<file path="src/rtl/dmem_arbiter.sv">
// dmem_arbiter (rev 1.0): two-requester data-memory arbiter with lock bursts and range checking.
// Build macro DMEM_ARB_RR_EN selects round-robin for unlocked conflicts; otherwise A has fixed priority.
`default_nettype none

module dmem_arbiter #(
  parameter int ADDR_W   = 5,
  parameter int LOCK_MAX = 4
) (
  input  logic        clk,
  input  logic        rst_n,

  input  logic        a_req,
  input  logic        a_we,
  input  logic        a_lock,
  input  logic [31:0] a_addr,
  input  logic [31:0] a_wdata,
  output logic        a_ack,
  output logic        a_rvalid,
  output logic [31:0] a_rdata,

  input  logic        b_req,
  input  logic        b_we,
  input  logic        b_lock,
  input  logic [31:0] b_addr,
  input  logic [31:0] b_wdata,
  output logic        b_ack,
  output logic        b_rvalid,
  output logic [31:0] b_rdata,

  output logic [31:0] mem_address,
  output logic [31:0] mem_write_data,
  output logic        mem_write,
  output logic        mem_read,
  input  logic [31:0] mem_data_out,

  output logic        err
);

  localparam logic [0:0]  IDLE      = 1'b0;
  localparam logic [0:0]  ACCESS    = 1'b1;
  localparam logic [31:0] ADDR_MASK = (ADDR_W >= 32) ? 32'hFFFF_FFFF
                                                     : ((32'd1 << ADDR_W) - 32'd1);
  localparam logic [3:0]  CNT_MAX   = 4'(LOCK_MAX);

  logic [0:0]  state;
  logic [3:0]  lock_cnt;
  logic        owner_b;
  logic        acc_read;
  logic        acc_oor;
`ifdef DMEM_ARB_RR_EN
  logic        prio_b;
`endif

  logic        lock_a;
  logic        lock_b;
  logic        any_req;
  logic        run_active;
  logic        other_req;
  logic        win_b;
  logic        win_locked;
  logic        sel_we;
  logic [31:0] sel_addr;
  logic [31:0] sel_wdata;
  logic        sel_oor;
  logic [3:0]  cnt_next;

  // A lock run is live while its owner keeps both req and lock high.
  always_comb begin
    lock_a     = a_req & a_lock;
    lock_b     = b_req & b_lock;
    any_req    = a_req | b_req;
    run_active = (lock_cnt != 4'd0) && (owner_b ? lock_b : lock_a);
    other_req  = owner_b ? a_req : b_req;
  end

  always_comb begin
    win_b = 1'b0;
    if (run_active) begin
      if ((lock_cnt < CNT_MAX) || !other_req) begin
        win_b = owner_b;
      end else begin
        win_b = ~owner_b;
      end
    end else if (lock_a != lock_b) begin
      win_b = lock_b;
    end else if (a_req && b_req) begin
`ifdef DMEM_ARB_RR_EN
      win_b = prio_b;
`else
      win_b = 1'b0;
`endif
    end else begin
      win_b = b_req;
    end
  end

  always_comb begin
    sel_we     = win_b ? b_we    : a_we;
    sel_addr   = win_b ? b_addr  : a_addr;
    sel_wdata  = win_b ? b_wdata : a_wdata;
    sel_oor    = |(sel_addr & ~ADDR_MASK);
    win_locked = win_b ? lock_b : lock_a;
    cnt_next   = 4'd0;
    if (win_locked) begin
      if (run_active && (win_b == owner_b)) begin
        cnt_next = (lock_cnt < CNT_MAX) ? lock_cnt + 4'd1 : CNT_MAX;
      end else begin
        cnt_next = 4'd1;
      end
    end
  end

  always_ff @(posedge clk) begin
    if (rst_n) begin
      state          <= IDLE;
      a_ack          <= 1'b0;
      b_ack          <= 1'b0;
      a_rvalid       <= 1'b0;
      b_rvalid       <= 1'b0;
      a_rdata        <= 32'd0;
      b_rdata        <= 32'd0;
      mem_address    <= 32'd0;
      mem_write_data <= 32'd0;
      mem_write      <= 1'b0;
      mem_read       <= 1'b0;
      err            <= 1'b0;
      lock_cnt       <= 4'd0;
      owner_b        <= 1'b0;
      acc_read       <= 1'b0;
      acc_oor        <= 1'b0;
`ifdef DMEM_ARB_RR_EN
      prio_b         <= 1'b0;
`endif
    end else begin
      // Read data is captured at the close of the access cycle; out-of-range reads return zero.
      a_rvalid <= (state == ACCESS) && a_ack && acc_read;
      b_rvalid <= (state == ACCESS) && b_ack && acc_read;
      if ((state == ACCESS) && acc_read) begin
        if (a_ack) begin
          a_rdata <= acc_oor ? 32'd0 : mem_data_out;
        end
        if (b_ack) begin
          b_rdata <= acc_oor ? 32'd0 : mem_data_out;
        end
      end

      if (any_req) begin
        state          <= ACCESS;
        a_ack          <= ~win_b;
        b_ack          <= win_b;
        mem_address    <= sel_addr & ADDR_MASK;
        mem_write_data <= sel_wdata;
        mem_write      <= sel_we & ~sel_oor;
        mem_read       <= ~sel_we;
        acc_read       <= ~sel_we;
        acc_oor        <= sel_oor;
        err            <= err | sel_oor;
        owner_b        <= win_b;
        lock_cnt       <= cnt_next;
`ifdef DMEM_ARB_RR_EN
        prio_b         <= ~win_b;
`endif
      end else begin
        state     <= IDLE;
        a_ack     <= 1'b0;
        b_ack     <= 1'b0;
        mem_write <= 1'b0;
        mem_read  <= 1'b0;
        acc_read  <= 1'b0;
        acc_oor   <= 1'b0;
        lock_cnt  <= 4'd0;
      end
    end
  end

endmodule

`default_nettype wire

</file>
<file path="config.mk">
export PLATFORM = sky130hd
export DESIGN_NAME = dmem_arbiter
export DESIGN_NICKNAME = d
export VERILOG_FILES = /design/src/rtl/dmem_arbiter.sv
export SDC_FILE = /design/constraint.sdc
export NUM_CORES = 1
export LEC_CHECK = 0
export CAP_MARGIN = 15
export CORE_MARGIN = 3
export CORE_UTILIZATION = 25
export DETAILED_ROUTE_END_ITERATION = 7
export PLACE_DENSITY = 0.65
export SLEW_MARGIN = 20
export SYNTH_ARGS = -nofsm -noshare
export SYNTH_HDL_FRONTEND = slang
export SYNTH_SLANG_ARGS = --single-unit
</file>
<file path="constraint.sdc">
create_clock -name clk -period 4.79 [get_ports clk]
set_input_delay 0.958 -clock clk [delete_from_list [all_inputs] [get_ports clk]]
set_output_delay 0.958 -clock clk [all_outputs]
set_load 0.02 [all_outputs]
</file>
* Yosys cells after proc, flatten, opt, wreduce, memory -nomap -nowiden
Index checks and enable logic that the tools add are counted.
** Cells by class
- Add/subtract/negate cells :: 1
- Eq/ne operators :: 2
- Reductions and logical operators :: 18
- Mux-type cells :: 14
- Bitwise gates (word level) :: 13
- Magnitude comparators :: 1
** Operator list (number)
- 32-bit 2-to-1 mux :: 3
- 27-bit OR reduction :: 1
- 1-bit 2-to-1 mux :: 10
- 1-bit logical AND :: 8
- 1-bit NOT :: 8
- 5-bit OR reduction :: 1
- 4-bit by 1-bit adder with 4-bit output (second input constant) :: 1
- 4-bit by 3-bit less-than comparator with 1-bit output (second input constant) :: 1
- 2-bit AND reduction :: 2
- 4-bit nonzero test :: 1
- 4-bit OR reduction :: 1
- 1-bit AND :: 3
- 3-bit 2-to-1 mux :: 1
- 3-bit OR reduction :: 1
- 1-bit OR :: 2
- 2-bit OR reduction :: 1
- 1-bit equality test :: 1
- 1-bit logical NOT :: 1
- 1-bit logical OR :: 1
- 1-bit != test :: 1
** Storage, ports and cells
- Output and inout bits :: 135
- Word-level logic and storage cells :: 66
- Register bits :: 115
- Input port bits :: 168

* Longest topological paths before layout
- Depth after elaboration :: 9
- Gate-level depth with buffers :: 7
- Gate-level depth less buffers :: 6

* Worst setup path before layout
No wires, ideal clock.
- Kind :: input -> register
- Start :: input a_lock
- End :: register mem_address[0]
- Setup slack :: 2.473 ns
- Stages on the path :: 6
- Required time :: 4.661 ns
- Library setup time :: 0.129 ns
- Arrival :: 2.188 ns
- Buffers on the path :: 1
- Cell sequence :: nand3b_1 -> a22oi_2 -> mux2i_4 -> buf_6 -> mux2i_1 -> o21ai_0
** Between the ends
- Longest elaborated chain between the ends :: 5
- Elaborated cells between the ends (all ways) :: 7
- Classes of those cells :: eq/ne (1); mux (4); bitwise (1); reduce/logical (1)
** RTL lines
- start: declaration :: RTL line 14 : input logic a_lock,
- 1-bit AND * :: RTL line 69 : lock_a = a_req & a_lock;
- 1-bit != test or 1-bit 2-to-1 mux (tied branches) :: RTL line 84, 72
- 1-bit 2-to-1 mux or 1-bit logical AND (tied branches) :: RTL line 84, 72
- 1-bit 2-to-1 mux * :: RTL line 78 : if (run_active) begin
- 32-bit 2-to-1 mux * :: RTL line 99 : sel_addr = win_b ? b_addr : a_addr;
- end signal: assignment :: RTL line 151 : mem_address <= sel_addr & ADDR_MASK;
- end: declaration :: RTL line 30 : output logic [31:0] mem_address,
Every way passes the cells marked *; elsewhere a longest branch is shown, timed or not.
A chain may end at the register's enable or synchronous reset.

* Worst setup path in the final report
- Start :: input a_req
- End :: register mem_write_data[1]
** Between the ends
- Longest elaborated chain between the ends :: 6
- Elaborated cells between the ends (all ways) :: 14
- Classes of those cells :: eq/ne (1); mux (7); bitwise (2); reduce/logical (4)
** RTL lines
- start: declaration :: RTL line 12 : input logic a_req,
- 1-bit 2-to-1 mux :: RTL line 73 : other_req = owner_b ? a_req : b_req;
- 1-bit logical NOT :: RTL line 79 : if ((lock_cnt < CNT_MAX) || !other_req) begin
- 1-bit logical OR :: RTL line 79
- 1-bit 2-to-1 mux :: RTL line 79
- 1-bit 2-to-1 mux :: RTL line 78
- 32-bit 2-to-1 mux :: RTL line 100 : sel_wdata = win_b ? b_wdata : a_wdata;
- end signal: assignment :: RTL line 152 : mem_write_data <= sel_wdata;
- end: declaration :: RTL line 31 : output logic [31:0] mem_write_data,
Several ways; a longest one is shown, not always the timed one.

==> impl_metrics.ini <==
[run_status]
status = completed

[critical_path]
worst-path-stages = 7
cp_top_family = multiplexers
worst_setup_path_end_kind = register
cp_max_fo = 20
crit_arrival_ps = 3370
crit_chain = clkdlybuf4s50_1 > nand3b_1 > a22oi_2 > mux2i_4 > buf_4 > mux2i_1 > o21ai_0
reg2reg_depth = 7
ff2ff_setup_slack_ps = 2430
slowest_stage = mux2i_4
cp.required_ps = 5060
cp-startpoint = a_req
reg2reg_from = lock_cnt[0]
path_class = in2reg
cpPeakStageDelay_ps = 760
setup.worst_path.end = mem_write_data[1]
path_buf_inv = 2
reg2reg_to = mem_write_data[1]
setup.worst_path.start_class = input pin

[placement]
dpl.hpwl_mm = 11.97
pre_cts_ws_ps = 1216
io_buffers = 275
placedCellCount = 1093
placed_area_mm2 = 0.007716
gp_congestion = 0.8394

[logic_synthesis]
synth_cell_types = 36
synth_compound_area_share_pct = 12.03
synth_adder_area_share_pct = 0.5195
yosysTopAreaCellShare_pct = 47.79
synthMuxAreaShare_pct = 8.701
yosys-top-cells-count = nand2_1, dfxtp_1, a21oi_1
synth-simple-area-share_pct = 22.78
syn_area_mm2 = 0.004817
synth_cells = 585
yosysWarnings = 0
synth-seq-area-share_pct = 47.79
synth_edf_count = 0
yosys.area.top_type = dfxtp_1
async_reset_ff_share_pct = 0
avgSynthCellArea_um2 = 8.234
synthTopCellsByArea = dfxtp_1, nand2_1, mux2i_1, a21oi_1, nor2b_1
synth-xor-area-share_pct = 0
ys_ff_latch = 115
synth_top_family_by_area = simple AND/OR/NAND/NOR gates
synth.most_common_cell = nand2_1
synth_ff_type = dfxtp_1

[timing]
hold_ws_ps = 445.2
post-route-period-util_pct = 64.80
skew_ps = 10.78
min_period_ps = 3104
finalSetupViolations = 0
tns_ps = 0
final_hold_viol_count = 0
relSlewSlack_pct = 42.77
slew_violations = 0
worstMarginPinSlew_ps = 840.5
clock.fmax_mhz = 322.2
rsz0062_at_grt = no
finalWorstSetupSlack_ps = 1686

[global_routing]
grt.total_usage_pct = 15.31
grt_pass1_wl_mm = 24.72
antenna_found_initial = 0
overflow = 0
grt_pass1_vias = 4703
grt_max_degree = 51

[clocking]
clk_pin_slew_ps = 50
cts_buffer_depth = 2
ctsHoldBuffers = 0
cts_resized = 0
clk-insertion-delay-late_ps = 410
cts_buffers = 17
cts_root_buffer = clkbuf_16
post_cts.repair.setup_buffers = 0
htreeDepth = 4
cts_tree = yes
cts_sinks = 115

[route]
drt-total-wl_mm = 16.60
drc_errors = 0
drt_iter0_drc = 168
wl_per_cell_um = 14.76
final_antenna_net_count = 0
via_per_inst = 4.284
first_pass_iters = 4
dr_total_vias = 4820

[finish]
finish.instance_area_mm2 = 0.008386
final_nets = 1022
syn2layout_area_growth_pct = 74.08
post-route-util_pct = 44.53
diodes = 0
layout-drive-gt1-share_pct = 5.780
fin_cells = 1125

[die]
rows = 50
initial_core_util_pct = 25.58
die_area_mm2 = 0.02097
core_mm2 = 0.01883
die-height_um = 144.8
die_x_um = 144.8
ios = 303

[hold_path]
hold_path_class = reg2reg

[power]
powerDensity_mw_per_mm2 = 340.3
leakage_nw = 3.131
power.total_mw = 2.854
vdd_drop_max_v = 0.0002175

[flow_run]
maxCapViolations = 0
## layout by cell type, fill, tap and decap left out, drive strengths merged, types with 12 or more instances in the layout
cell type      synthesis  layout
o21ai                 38      38
nor4                  12      12
clkbuf                31      21
nand2                168     168
mux2i                 38      38
nor2b                 33      33
buf                   34      12
conb                   1      28
dfxtp                115     115
clkdlybuf4s50          0     274
a21oi                 66      66
## worst min-delay path, stage by stage, from the launching register on
cell     delay [ps]
dfxtp_1         300
nand2_1          50
o21ai_1          50
## cell type report
class | instances | area, um^2
multi-input cells | 428 | 2231
clock buffers | 21 | 470.5
inverters | 4 | 15.01
repair buffers | 286 | 2843
fillers | 1879 | 10450
flip-flops and latches | 115 | 2302
well taps | 260 | 325.3
clock inverters | 11 | 198.9
## registers in the layout, summed over array words and instances, names as in the netlist
register / count
b_ack: 1
mem_address: 5
mem_write_data: 32
err: 1
lock_cnt: 4
a_rdata: 32
state: 1
b_rvalid: 1
acc_read: 1
mem_write: 1
b_rdata: 32
a_ack: 1
owner_b: 1
a_rvalid: 1
acc_oor: 1
## metal layers
layer,GRT usage (%),wire [um],part of all wire [%],vias up
met5,0,0,0,-
met4,4.566,245,1.5,0
met3,6.868,1571,9.5,14
met2,26.02,7977,48,201
met1,17.30,6807,41,2181
li1,-,-,-,2424
## worst min-delay path by stage
stage / slack, ps / cells after the start / end / from
2_1_floorplan: 500 / 1 / owner_b / owner_b
3_3_place_gp: 430 / 2 / mem_write_data[31] / mem_write_data[31]
3_5_place_dp: 440 / 2 / mem_write_data[26] / mem_write_data[26]
4_1_cts: 450 / 2 / mem_write_data[26] / mem_write_data[26]
5_1_grt: 460 / 2 / mem_write_data[23] / mem_write_data[23]
6_report: 450 / 2 / mem_write_data[26] / mem_write_data[26]
## power by group
part	switching [mW]	leakage (nW)	internal (mW)	total [mW]
clock network	0.463	0.316	0.968	1.43
logic	0.183	1.88	0.227	0.410
registers	0.0193	0.938	0.993	1.01
## kinds of logic after synthesis
| logic type | count (synthesis) |
|---|---|
| simple gates | 247 |
| mux | 40 |
| other cells | 1 |
| fa+ha+maj | 2 |
| flops | 115 |
| buf+inv | 69 |
| compound gates | 111 |
Note: power is estimated with default switching activity, not from simulation.
